File: config.mk
export PLATFORM = sky130hd
export DESIGN_NAME = menu_mode_ctrl_flat
export DESIGN_NICKNAME = d
export VERILOG_FILES = /design/src/rtl/menu_pkg.sv /design/src/rtl/menu_mode_ctrl_if.sv /design/src/rtl/btn_debounce.sv /design/src/rtl/menu_mode_ctrl.sv /design/src/flat_wrapper.sv
export SDC_FILE = /design/constraint.sdc
export NUM_CORES = 1
export LEC_CHECK = 0
export CAP_MARGIN = 20
export CORE_UTILIZATION = 36
export CTS_CLUSTER_SIZE = 28
export DETAILED_ROUTE_END_ITERATION = 16
export PLACE_DENSITY = 0.59
export REMOVE_ABC_BUFFERS = 1
export SETUP_SLACK_MARGIN = 0.5
export SYNTH_ARGS = -nofsm -noshare
export SYNTH_HDL_FRONTEND = slang
export SYNTH_HIERARCHICAL = 1
export SYNTH_SLANG_ARGS = --single-unit
File: constraint.sdc
create_clock -name clk -period 1.6 [get_ports clk]
set_input_delay 0.24 -clock clk [delete_from_list [all_inputs] [get_ports clk]]
set_output_delay 0.24 -clock clk [all_outputs]
set_load 0.02 [all_outputs]
File: src/rtl/menu_pkg.sv
// Shared constants for the select-mode menu: FSM encoding, game modes and
// row geometry (the renderer uses the same row offsets).
package menu_pkg;

    localparam logic [1:0] ST_MENU  = 2'd0;
    localparam logic [1:0] ST_START = 2'd1;
    localparam logic [1:0] ST_PLAY  = 2'd2;

    localparam logic MODE_SCORE = 1'b0;
    localparam logic MODE_TIME  = 1'b1;

    localparam int MENU_Y_DEFAULT = 100;
    localparam int ROW_OFF_SCORE  = 130;
    localparam int ROW_OFF_TIME   = 210;

    function automatic logic [9:0] row_y(input int menu_y, input int row_off);
        return 10'(menu_y + row_off);
    endfunction

endpackage

File: src/rtl/menu_mode_ctrl_if.sv
// Player-button, game-core and renderer signals of the menu controller.
interface menu_mode_ctrl_if;

    logic       frame_tick;
    logic       btn_up;
    logic       btn_down;
    logic       btn_enter;
    logic       game_over;
    logic       mode;
    logic [9:0] cursor_y;
    logic       cursor_on;
    logic       menu_active;
    logic       start_game;

    modport master (
        output frame_tick, btn_up, btn_down, btn_enter, game_over,
        input  mode, cursor_y, cursor_on, menu_active, start_game
    );

    modport slave (
        input  frame_tick, btn_up, btn_down, btn_enter, game_over,
        output mode, cursor_y, cursor_on, menu_active, start_game
    );

endinterface

File: src/rtl/btn_debounce.sv
// Raw button conditioning: two-flop synchroniser, stability counter and a
// registered rising-edge press pulse.
module btn_debounce #(
    parameter int DEBOUNCE_CYCLES = 250000
) (
    input  logic clk,
    input  logic reset,
    input  logic raw,
    output logic level,
    output logic press
);

    localparam int              CNT_W    = $clog2(DEBOUNCE_CYCLES + 1);
    localparam logic [CNT_W-1:0] CNT_LAST = CNT_W'(DEBOUNCE_CYCLES - 1);

    logic             sync1_q, sync2_q;
    logic             level_q, level_dly_q;
    logic             press_q;
    logic [1:0]       fill_q;
    logic             armed_q;
    logic [CNT_W-1:0] cnt_q;

    // NOTE: non-blocking assignments so every flop samples pre-edge values;
    // blocking here would collapse the synchroniser into a single stage.
    always_ff @(posedge clk) begin
        if (reset) begin
            sync1_q     <= 1'b0;
            sync2_q     <= 1'b0;
            level_q     <= 1'b0;
            level_dly_q <= 1'b0;
            press_q     <= 1'b0;
            fill_q      <= 2'b00;
            armed_q     <= 1'b0;
            cnt_q       <= '0;
        end else begin
            sync1_q     <= raw;
            sync2_q     <= sync1_q;
            fill_q      <= {fill_q[0], 1'b1};
            level_dly_q <= level_q;

            if (sync2_q == level_q) begin
                cnt_q <= '0;
            end else if (cnt_q == CNT_LAST) begin
                cnt_q   <= '0;
                level_q <= sync2_q;
            end else begin
                cnt_q <= cnt_q + 1'b1;
            end

            // A button held through reset must be seen released before it
            // may produce a press.
            if (fill_q[1] && !sync2_q) begin
                armed_q <= 1'b1;
            end

            press_q <= armed_q & level_q & ~level_dly_q;
        end
    end

    assign level = level_q;
    assign press = press_q;

endmodule

File: src/rtl/menu_mode_ctrl.sv
// Select-mode menu controller: debounced cursor movement between SCORE and
// TIME rows, mode latch, start strobe and cursor blink.
module menu_mode_ctrl
    import menu_pkg::*;
#(
    parameter int DEBOUNCE_CYCLES = 250000,
    parameter int MENU_Y          = MENU_Y_DEFAULT,
    parameter int SCORE_ROW_OFF   = ROW_OFF_SCORE,
    parameter int TIME_ROW_OFF    = ROW_OFF_TIME,
    parameter int BLINK_FRAMES    = 30
) (
    input logic             clk,
    input logic             reset,
    menu_mode_ctrl_if.slave bus
);

    localparam logic [9:0]         SCORE_Y    = row_y(MENU_Y, SCORE_ROW_OFF);
    localparam logic [9:0]         TIME_Y     = row_y(MENU_Y, TIME_ROW_OFF);
    localparam int                 BLINK_W    = $clog2(BLINK_FRAMES + 1);
    localparam logic [BLINK_W-1:0] BLINK_LAST = BLINK_W'(BLINK_FRAMES - 1);

    logic       up_evt, down_evt, enter_evt;
    logic [2:0] level_unused;

    btn_debounce #(.DEBOUNCE_CYCLES(DEBOUNCE_CYCLES)) u_db_up (
        .clk(clk), .reset(reset), .raw(bus.btn_up),
        .level(level_unused[0]), .press(up_evt)
    );

    btn_debounce #(.DEBOUNCE_CYCLES(DEBOUNCE_CYCLES)) u_db_down (
        .clk(clk), .reset(reset), .raw(bus.btn_down),
        .level(level_unused[1]), .press(down_evt)
    );

    btn_debounce #(.DEBOUNCE_CYCLES(DEBOUNCE_CYCLES)) u_db_enter (
        .clk(clk), .reset(reset), .raw(bus.btn_enter),
        .level(level_unused[2]), .press(enter_evt)
    );

    logic [1:0]         state_q, state_d;
    logic               mode_q, mode_d;
    logic [9:0]         cursor_y_q, cursor_y_d;
    logic               cursor_on_q, cursor_on_d;
    logic               menu_active_q, menu_active_d;
    logic               start_game_q, start_game_d;
    logic [BLINK_W-1:0] blink_q, blink_d;

    // NOTE: every _d gets its hold value first so no path through the case
    // leaves a signal unassigned, which would infer a latch.
    always_comb begin
        state_d       = state_q;
        mode_d        = mode_q;
        cursor_on_d   = cursor_on_q;
        menu_active_d = menu_active_q;
        start_game_d  = 1'b0;
        blink_d       = blink_q;

        case (state_q)
            ST_MENU: begin
                if (enter_evt) begin
                    state_d      = ST_START;
                    start_game_d = 1'b1;
                end else if (up_evt ^ down_evt) begin
                    mode_d      = down_evt ? MODE_TIME : MODE_SCORE;
                    cursor_on_d = 1'b1;
                    blink_d     = '0;
                end else if (bus.frame_tick) begin
                    if (blink_q == BLINK_LAST) begin
                        blink_d     = '0;
                        cursor_on_d = ~cursor_on_q;
                    end else begin
                        blink_d = blink_q + 1'b1;
                    end
                end
            end
            ST_START: begin
                state_d       = ST_PLAY;
                menu_active_d = 1'b0;
                cursor_on_d   = 1'b0;
            end
            ST_PLAY: begin
                if (bus.game_over) begin
                    state_d       = ST_MENU;
                    menu_active_d = 1'b1;
                    cursor_on_d   = 1'b1;
                    blink_d       = '0;
                end
            end
            default: begin
                state_d       = ST_MENU;
                menu_active_d = 1'b1;
            end
        endcase

        cursor_y_d = (mode_d == MODE_TIME) ? TIME_Y : SCORE_Y;
    end

    always_ff @(posedge clk) begin
        if (reset) begin
            state_q       <= ST_MENU;
            mode_q        <= MODE_SCORE;
            cursor_y_q    <= SCORE_Y;
            cursor_on_q   <= 1'b1;
            menu_active_q <= 1'b1;
            start_game_q  <= 1'b0;
            blink_q       <= '0;
        end else begin
            state_q       <= state_d;
            mode_q        <= mode_d;
            cursor_y_q    <= cursor_y_d;
            cursor_on_q   <= cursor_on_d;
            menu_active_q <= menu_active_d;
            start_game_q  <= start_game_d;
            blink_q       <= blink_d;
        end
    end

    assign bus.mode        = mode_q;
    assign bus.cursor_y    = cursor_y_q;
    assign bus.cursor_on   = cursor_on_q;
    assign bus.menu_active = menu_active_q;
    assign bus.start_game  = start_game_q;

endmodule
File: src/flat_wrapper.sv
// flat-port wrapper written by rule: the top's interface ports become plain ports
module menu_mode_ctrl_flat import menu_pkg::*;
#(
    parameter int DEBOUNCE_CYCLES = 250000,
    parameter int MENU_Y          = MENU_Y_DEFAULT,
    parameter int SCORE_ROW_OFF   = ROW_OFF_SCORE,
    parameter int TIME_ROW_OFF    = ROW_OFF_TIME,
    parameter int BLINK_FRAMES    = 30
)
  (clk, reset, bus_frame_tick, bus_btn_up, bus_btn_down, bus_btn_enter, bus_game_over, bus_mode, bus_cursor_y, bus_cursor_on, bus_menu_active, bus_start_game);
  menu_mode_ctrl_if bus_i ();
  input logic clk;
  input logic reset;
  input wire logic [$bits(bus_i.frame_tick)-1:0] bus_frame_tick;
  input wire logic [$bits(bus_i.btn_up)-1:0] bus_btn_up;
  input wire logic [$bits(bus_i.btn_down)-1:0] bus_btn_down;
  input wire logic [$bits(bus_i.btn_enter)-1:0] bus_btn_enter;
  input wire logic [$bits(bus_i.game_over)-1:0] bus_game_over;
  output wire logic [$bits(bus_i.mode)-1:0] bus_mode;
  output wire logic [$bits(bus_i.cursor_y)-1:0] bus_cursor_y;
  output wire logic [$bits(bus_i.cursor_on)-1:0] bus_cursor_on;
  output wire logic [$bits(bus_i.menu_active)-1:0] bus_menu_active;
  output wire logic [$bits(bus_i.start_game)-1:0] bus_start_game;
  assign bus_i.frame_tick = bus_frame_tick;
  assign bus_i.btn_up = bus_btn_up;
  assign bus_i.btn_down = bus_btn_down;
  assign bus_i.btn_enter = bus_btn_enter;
  assign bus_i.game_over = bus_game_over;
  assign bus_mode = bus_i.mode;
  assign bus_cursor_y = bus_i.cursor_y;
  assign bus_cursor_on = bus_i.cursor_on;
  assign bus_menu_active = bus_i.menu_active;
  assign bus_start_game = bus_i.start_game;
  menu_mode_ctrl #(.DEBOUNCE_CYCLES(DEBOUNCE_CYCLES), .MENU_Y(MENU_Y), .SCORE_ROW_OFF(SCORE_ROW_OFF), .TIME_ROW_OFF(TIME_ROW_OFF), .BLINK_FRAMES(BLINK_FRAMES)) u_core (.clk(clk), .reset(reset), .bus(bus_i));
endmodule
Word level (Yosys, flattened, before mapping)
Cells that the tools add are included.
{"block": "word_totals", "register_bits": 99, "input_bits": 7, "out_inout_bits": 14, "wordCells": 112}
{"block": "op_classes", "add_sub_neg": 4, "eq_ne": 14, "muxes": 25, "n_bitwise": 15, "n_reduce_logical": 20}
{"cell": "$add A18 B1 Y18 const B", "n": 3}
{"cell": "$eq A18 B18 Y1 const B", "n": 3}
{"cell": "$mux W5", "n": 5}
{"cell": "$mux W1", "n": 13}
{"cell": "$pmux W5 S2", "n": 1}
{"cell": "$reduce_and A2 Y1", "n": 5}
{"cell": "$mux W9", "n": 1}
{"cell": "$reduce_or A3 Y1", "n": 3}
{"cell": "$not A1 Y1", "n": 8}
{"cell": "$and A1 B1 Y1", "n": 6}
{"cell": "$ne A2 B2 Y1 const B", "n": 3}
{"cell": "$pmux W1 S3", "n": 2}
{"cell": "$pmux W2 S3", "n": 1}
{"cell": "$add A5 B1 Y5 const B", "n": 1}
{"cell": "$eq A5 B5 Y1 const B", "n": 1}
{"cell": "$reduce_and A5 Y1", "n": 1}
{"cell": "$mux W2", "n": 2}
{"cell": "$reduce_and A4 Y1", "n": 1}
{"cell": "$eq A1 B1 Y1", "n": 3}
{"cell": "$logic_and A1 B1 Y1", "n": 3}
{"cell": "$logic_not A1 Y1", "n": 3}
{"cell": "$ne A3 B1 Y1 const B", "n": 1}
{"cell": "$ne A3 B2 Y1 const B", "n": 1}
{"cell": "$reduce_bool A3 Y1", "n": 1}
{"cell": "6 further kinds", "n": 6}

Logic depth before layout (Yosys ltp)
Gate-level depths: netlist (run 1).
{"block": "depth", "word_depth": 6, "depth_mapped": 7}

Modules after synthesis
The synthesis (run 1) kept the hierarchy.
{"module": "btn_debounce", "n_inst": 3, "cells_each": 117, "area_each_um2": 1084.8}
{"module": "menu_mode_ctrl", "n_inst": 1, "cells_each": 87, "area_each_um2": 764.5}

Worst setup path after synthesis (run 1)
Ideal clock, no wire load.
{"block": "synth_path", "path_type": "flip-flop to flip-flop", "startpoint": "register u_core.state_q[0]", "endpoint": "register u_core.blink_q[2]", "setup_time_ns": 0.059, "arrival_time_ns": 1.549, "required_time_ns": 1.541, "path_slack_ns": -0.008, "path_stages_with_launch": 7, "synth_period_minus_slack_ns": 1.608, "cell_sequence": "dfxtp_1 -> inv_1 -> ha_1 -> nand4bb_1 -> or4_4 -> nor3b_2 -> a221o_1"}
{"block": "synth_between", "elab_chain_cells": 3, "word_cells_on_any_way": 8, "classes_between": "eq/ne (4); mux (1); reduce/logical (3)"}
{"element": "start, declared", "line_no": "menu_mode_ctrl.sv:40", "source": "logic [1:0] state_q, state_d;"}
{"element": "start signal, assigned", "line_no": "menu_mode_ctrl.sv:108", "source": "state_q <= state_d;"}
{"element": "$eq A2 B2 Y1 / $logic_not A2 Y1 (equally long branches)", "line_no": "menu_mode_ctrl.sv:58", "source": "case (state_q)"}
{"element": "$ne A2 B2 Y1 (no source line) (tied with other cells)"}
{"element": "$reduce_and A4 Y1 (no source line)"}
{"element": "end signal, assigned", "line_no": "menu_mode_ctrl.sv:114", "source": "blink_q <= blink_d;"}
{"element": "end, declared", "line_no": "menu_mode_ctrl.sv:46", "source": "logic [BLINK_W-1:0] blink_q, blink_d;"}
Several ways; a longest one is shown, not always the timed one.
A chain may end at the register's enable or synchronous reset.

Worst setup path in the final report (run 1)
{"block": "layout_path", "startpoint": "register u_core.blink_q[1]", "endpoint": "register u_core.blink_q[2]"}
{"block": "layout_between", "elab_chain_cells": 6, "word_cells_on_any_way": 7, "classes_between": "add/sub (1); eq/ne (1); mux (5)"}
{"element": "$add A5 B1 Y5 / $eq A5 B5 Y1 (equally long branches)", "line_no": "menu_mode_ctrl.sv:72, menu_mode_ctrl.sv:68"}
{"element": "$mux W5 *", "line_no": "menu_mode_ctrl.sv:68", "source": "if (blink_q == BLINK_LAST) begin"}
{"element": "$mux W5 *", "line_no": "menu_mode_ctrl.sv:67", "source": "end else if (bus.frame_tick) begin"}
{"element": "$mux W5 *", "line_no": "menu_mode_ctrl.sv:63", "source": "end else if (up_evt ^ down_evt) begin"}
{"element": "$mux W5 *", "line_no": "menu_mode_ctrl.sv:60", "source": "if (enter_evt) begin"}
{"element": "$pmux W5 S2 *", "line_no": "menu_mode_ctrl.sv:58"}
Every way passes the cells marked *; elsewhere a longest branch is shown, timed or not. The select of a mux whose other input is x is not followed.

==> flow_summary.yaml, run 1 <==
run_status:
  status: "finished, violations left"
  violations: "negative setup slack"
flow_run:
  maxCapViolCount: 0
timing:
  hold_viol: 0
  rsz0062_at_grt: "true"
  slew_viol_final: 0
  fin_tns_setup_ns: -0.04655
  fin_skew_ns: 0.01349
  min_period_over_period: 1.029
  fmax_ghz: 0.6073
  final.setup.worst_slack_ns: -0.04655
  setup_viol: 1
  layout_min_cycle_time_ns: 1.647
grt:
  grt_pass1_vias: 3383
  grt.total_usage: 0.1647
  overflow: 0
  grt_max_degree: 15
  antenna_found_initial: 0
  grt_pass1_wl_um: 15160
place:
  gp_congestion: 0.8444
  dp_hpwl_um: 5642
  port_buffers: 14
  pre_cts_ws_ns: -0.1283
  place_area_mm2: 0.004674
logic_synthesis:
  ys_seq_area_frac: 0.4483
  synth_largest_area_cell: "dfxtp_1"
  synth_cell_types: 48
  synthCells: 438
  synthArstFlopShare: 0
  synth-seq-cells: 90
  synthTopCellsByCount: "90 x dfxtp_1, 59 x nor2_1, 31 x xnor2_1"
  synthTopCellsByArea: "dfxtp_1 45%, xnor2_1 6.8%, nor2_1 5.5%"
  yosysMostFrequentCell: "dfxtp_1"
  synth_area_mm2: 0.004019
  synthFlopType: "dfxtp_1"
  ys_warn_count: 6
  syn_avg_cell_area_um2: 9.175
  synth-edff-count: 0
  synth_top_area_share: 0.4483
final_layout:
  final_area_mm2: 0.006211
  final_layout_size_suffix_gt1_frac: 0.5404
  nFillCells: 912
  nets: 581
  antenna_cells: 0
  syn2layout_area_growth_pct: 54.55
worst_setup_path:
  startpoint_type: "register"
  worstPathMaxFanout: 5
  reg2reg_slack_ns: -0.05
  worstPathArrival_ns: 1.93
  cp.required_ns: 1.88
  cp-end-kind: "register"
  critPathKind: "register to register"
detailed_routing:
  post-route-drc-count: 0
  vias_per_cell: 4.962
  drtIter0Drc: 147
  wl_per_cell_um: 14.31
  vias: 3523
  firstDrtPassIters: 5
  wirelength_um: 10160
  postRouteAntennaNets: 0
clock_network:
  root_buffer: "clkbuf_8"
  hold_buffers: 0
  cts_sinks: 90
  clkLatencyLatePin_ns: 0.35
  clk_pin_slew_ns: 0.09
  cts_tree: "yes"
  clk_path_buf_depth: 2
  numCtsBuffers: 9
  h-tree-depth: 3
floorplanning:
  initial_core_util: 0.3707
  pin_count: 21
  core_mm2: 0.01084
  fp-row-count: 38
  die-height_um: 107.7
  dieArea_mm2: 0.01159
  chipWidth_um: 107.7
min_path:
  hold_class: "input port to register"
power:
  p_total_mw: 4.073
  cellPowerDensity_mw_per_mm2: 655.7
  leakagePower_nw: 2.192
  ir_drop_mv: 0.4386
## critical path, cell delays in order (launching register included)
cell	delay, ns
dfxtp_2	0.34
inv_2	0.05
ha_4	0.14
and4_1	0.20
or4_4	0.52
nor3b_2	0.20
a221o_1	0.12
## path summary, 6_finish.rpt
check                                from                endpoint  cells after the start
max                     u_core/blink_q[1]       u_core/blink_q[2]                      6
min                                 reset       u_core/blink_q[3]                      3
max reg2reg             u_core/blink_q[1]       u_core/blink_q[2]                      6
min reg2reg  u_core/u_db_down/level_dly_q  u_core/u_db_down/press                      1
## metal layers
layer / up-vias / wire length [um] / track usage
met5: - / 0 / 0
met4: 0 / 177 / 0.06458
met3: 15 / 237 / 0.02906
met2: 52 / 5486 / 0.3022
met1: 1683 / 4255 / 0.1875
li1: 1773 / - / -
## state kept, by name, indices dropped and copies added (netlist names), 2 cells and up
| signal | count |
|---|---|
| u_core/state_q | 2 |
| u_core/u_db_up/cnt_q | 18 |
| u_core/u_db_down/fill_q | 2 |
| u_core/blink_q | 5 |
| u_core/bus.cursor_y | 2 |
| u_core/u_db_enter/cnt_q | 18 |
| u_core/u_db_down/cnt_q | 18 |
| u_core/u_db_enter/fill_q | 2 |
| u_core/u_db_up/fill_q | 2 |
## report_power, final
part           switching (mW)  internal, mW  leakage (nW)  total [mW]
clock                   0.782         0.855         0.106        1.64
sequential             0.0154          2.23         0.759        2.24
combinational          0.0975        0.0949          1.33       0.192
total                   0.895          3.18          2.19        4.07
## stage by stage
step	instances	util	hold slack, ns
5_1_grt	710	0.5729	0.2950
4_1_cts	689	0.5158	0.3991
3_5_place_dp	638	0.4312	0.3874
2_1_floorplan	425	-	0.3091
3_3_place_gp	638	0.4312	0.3815
6_report	710	0.5729	0.3052
## placed cells by master (no fill, tap or decap), types with 7 or more instances in the layout
cell type	Yosys	layout
buf_6	0	27
nor2_4	0	23
a21oi_2	0	12
nand2_1	19	16
xnor2_1	31	28
nand3_1	18	14
clkbuf_8	0	12
dfxtp_1	90	41
inv_1	21	17
xor2_1	14	14
nor2b_1	10	9
nor4_1	17	7
dfxtp_4	0	23
nor2_1	59	23
nor2_2	0	13
buf_4	13	95
nand4_1	18	18
nor3_1	11	10
dfxtp_2	0	26
## cells by family after synthesis
kind of cell	Yosys count	synth area share
mux	4	0.01027
buf+inv	38	0.04888
flops	90	0.4483
simple gates	207	0.2976
xor+xnor	45	0.09807
other cells	2	0.001869
fa+ha+maj	9	0.02802
compound gates	43	0.06694
## layout make-up
type / instances / area (um^2) / area share
multi-input combinational: 314 / 2731 / 0.4398
sequential: 90 / 1921 / 0.3092
timing repair buffer: 129 / 1085 / 0.1747
tap: 140 / 175.2 / 0.02820
clock buffer: 13 / 168.9 / 0.02720
inverter: 21 / 83.83 / 0.01350
clock inverter: 3 / 46.29 / 0.007454
## repair_timing
action                                  in CTS  in global routing
pin swaps                                   69                 39
endpoints found under the setup margin      76                 79
endpoints found under the hold margin        0                  0
buffers inserted                            34                 18
resized for setup                          183                115
cloned                                       1                  3
(Power assumes the default switching activity.)
==> run 2, diff against run 1 <==
==> constraint.sdc (replaced) <==
create_clock -name clk -period 1.37 [get_ports clk]
set_input_delay 0.2055 -clock clk [delete_from_list [all_inputs] [get_ports clk]]
set_output_delay 0.2055 -clock clk [all_outputs]
set_load 0.02 [all_outputs]
==> flow_summary.yaml, run 2 (synthesis gave the netlist of run 1 again) <==
run_status:
  status: "finished, violations left"
  violations: "negative setup slack"
clock_network:
  cts_sinks: 90
  root_buffer: "clkbuf_8"
  numCtsBuffers: 9
  cts_tree: "yes"
  h-tree-depth: 3
  clkLatencyLatePin_ns: 0.36
  clk_path_buf_depth: 2
  clk_pin_slew_ns: 0.09
  hold_buffers: 0
final_layout:
  antenna_cells: 0
  final_cell_mix: "110 x buf_4, 47 x dfxtp_1, 39 x buf_6, 28 x xnor2_1, 26 x nor2_1"
  syn2layout_area_growth_pct: 60.06
  nets: 608
  reg_top3: "u_core/u_db_down/cnt_q: 18 flops, u_core/u_db_enter/cnt_q: 18 flops, u_core/u_db_up/cnt_q: 18 flops"
  final_common_cell: "buf_4"
  final_area_mm2: 0.006432
  final_layout_size_suffix_gt1_frac: 0.5645
  fin_cells: 737
flow_run:
  maxCapViolCount: 0
worst_setup_path:
  worstPathArrival_ns: 1.92
  critPathBufInv: 1
  cp.required_ns: 1.67
  worstPathMaxFanout: 5
  critPathTopFamily: "simple AND/OR/NAND/NOR gates"
  slowest_delay_ns: 0.48
  startpoint_type: "register"
  cp_cell_sequence: "inv_4 > ha_4 > nand4bb_1 > or4_4 > nor3b_2 > a221o_1"
  critPathKind: "register to register"
  slowest_stage: "or4_4"
  cp-end-kind: "register"
timing:
  fmax_ghz: 0.6210
  fin_worst_hold_slack_ns: 0.1943
  layout_min_cycle_time_ns: 1.610
  slew_viol_final: 0
  setup_viol: 60
  fin_skew_ns: 0.01129
  hold_viol: 0
  final.setup.worst_slack_ns: -0.2402
  min_period_over_period: 1.175
  rsz0062_at_grt: "true"
floorplanning:
  pin_count: 21
  die-height_um: 107.7
  core_mm2: 0.01084
  fp-row-count: 38
  initial_core_util: 0.3707
  dieArea_mm2: 0.01159
  chipWidth_um: 107.7
power:
  leakagePower_nw: 2.336
  p_total_mw: 5.065
  ir_drop_mv: 0.6389
  cellPowerDensity_mw_per_mm2: 787.5
detailed_routing:
  wl_per_cell_um: 13.44
  vias_per_cell: 4.935
  postRouteAntennaNets: 0
  vias: 3637
  wirelength_um: 9907
  firstDrtPassIters: 4
  drtIter0Drc: 138
  post-route-drc-count: 0
place:
  gp_congestion: 0.8442
  port_buffers: 14
  dp_cells: 683
  place_area_mm2: 0.005025
  dp_hpwl_um: 5898
min_path:
  hold_class: "input port to register"
grt:
  grt_pass1_vias: 3509
  grt.total_usage: 0.1658
  overflow: 0
  grt_max_degree: 15
  grt_pass1_wl_um: 15530
  antenna_found_initial: 0
==> run 2: cell count changes in the layout (fill, tap and decap cells not counted), sizes merged <==
| cell | previous run | this run |
|---|---|---|
| bufinv | 1 | 3 |
| buf | 123 | 150 |
| clkinvlp | 1 | 0 |
| dlymetal6s2s | 1 | 0 |
==> run 2: metrics by stage <==
step	setup WS (ns)	TNS, ns	utilization
CTS	-0.2509	-4.580	0.5501
global route	-0.3235	-11.50	0.5934
floorplan	-0.2393	-5.054	-
detailed placement	-0.3088	-10.49	0.4635
global placement	-0.2885	-8.859	0.4635
finish	-0.2402	-7.102	0.5934
==> run 2: final cells by class <==
class,count,area (um^2)
Clock inverter,4,98.84
Inverter,21,86.33
Clock buffer,12,145.1
Timing Repair Buffer,156,1340
Multi-Input combinational cell,314,2679
Fill cell,851,4408
Tap cell,140,175.2
Sequential cell,90,1908
==> run 2: routing by layer <==
metal	track usage	wire length (um)
met2	0.2921	5080
met1	0.2007	4462
met4	0.06849	180
met3	0.02361	185
met5	0	0
==> run 2: path summary, 6_finish.rpt <==
path,start,endpoint,slack (ns),cells past startpoint
setup / recovery,u_core/state_q[0],u_core/blink_q[2],-0.24,6
hold / removal,reset,u_core/state_q[1],0.19,3
setup reg to reg,u_core/state_q[0],u_core/blink_q[2],-0.24,6
hold reg to reg,u_core/u_db_down/level_dly_q,u_core/u_db_down/press,0.41,1
==> run 2: where the power goes <==
part	internal [mW]	total [mW]	switching (mW)
Clock	1.27	2.21	0.941
Combinational	0.119	0.233	0.114
Sequential	2.60	2.62	0.0180
Total	3.99	5.07	1.07
==> run 2: worst reg2reg max path, stage by stage, from the launching register on <==
cell	delay, ns
dfxtp_2	0.36
inv_4	0.05
ha_4	0.16
nand4bb_1	0.18
or4_4	0.48
nor3b_2	0.20
a221o_1	0.12
==> run 2: repair_timing <==
item | CTS | global route
cloned | 1 | 2
buffers inserted | 26 | 9
endpoints found under the setup margin | 97 | 79
resized for setup | 201 | 98
pin swaps | 68 | 38
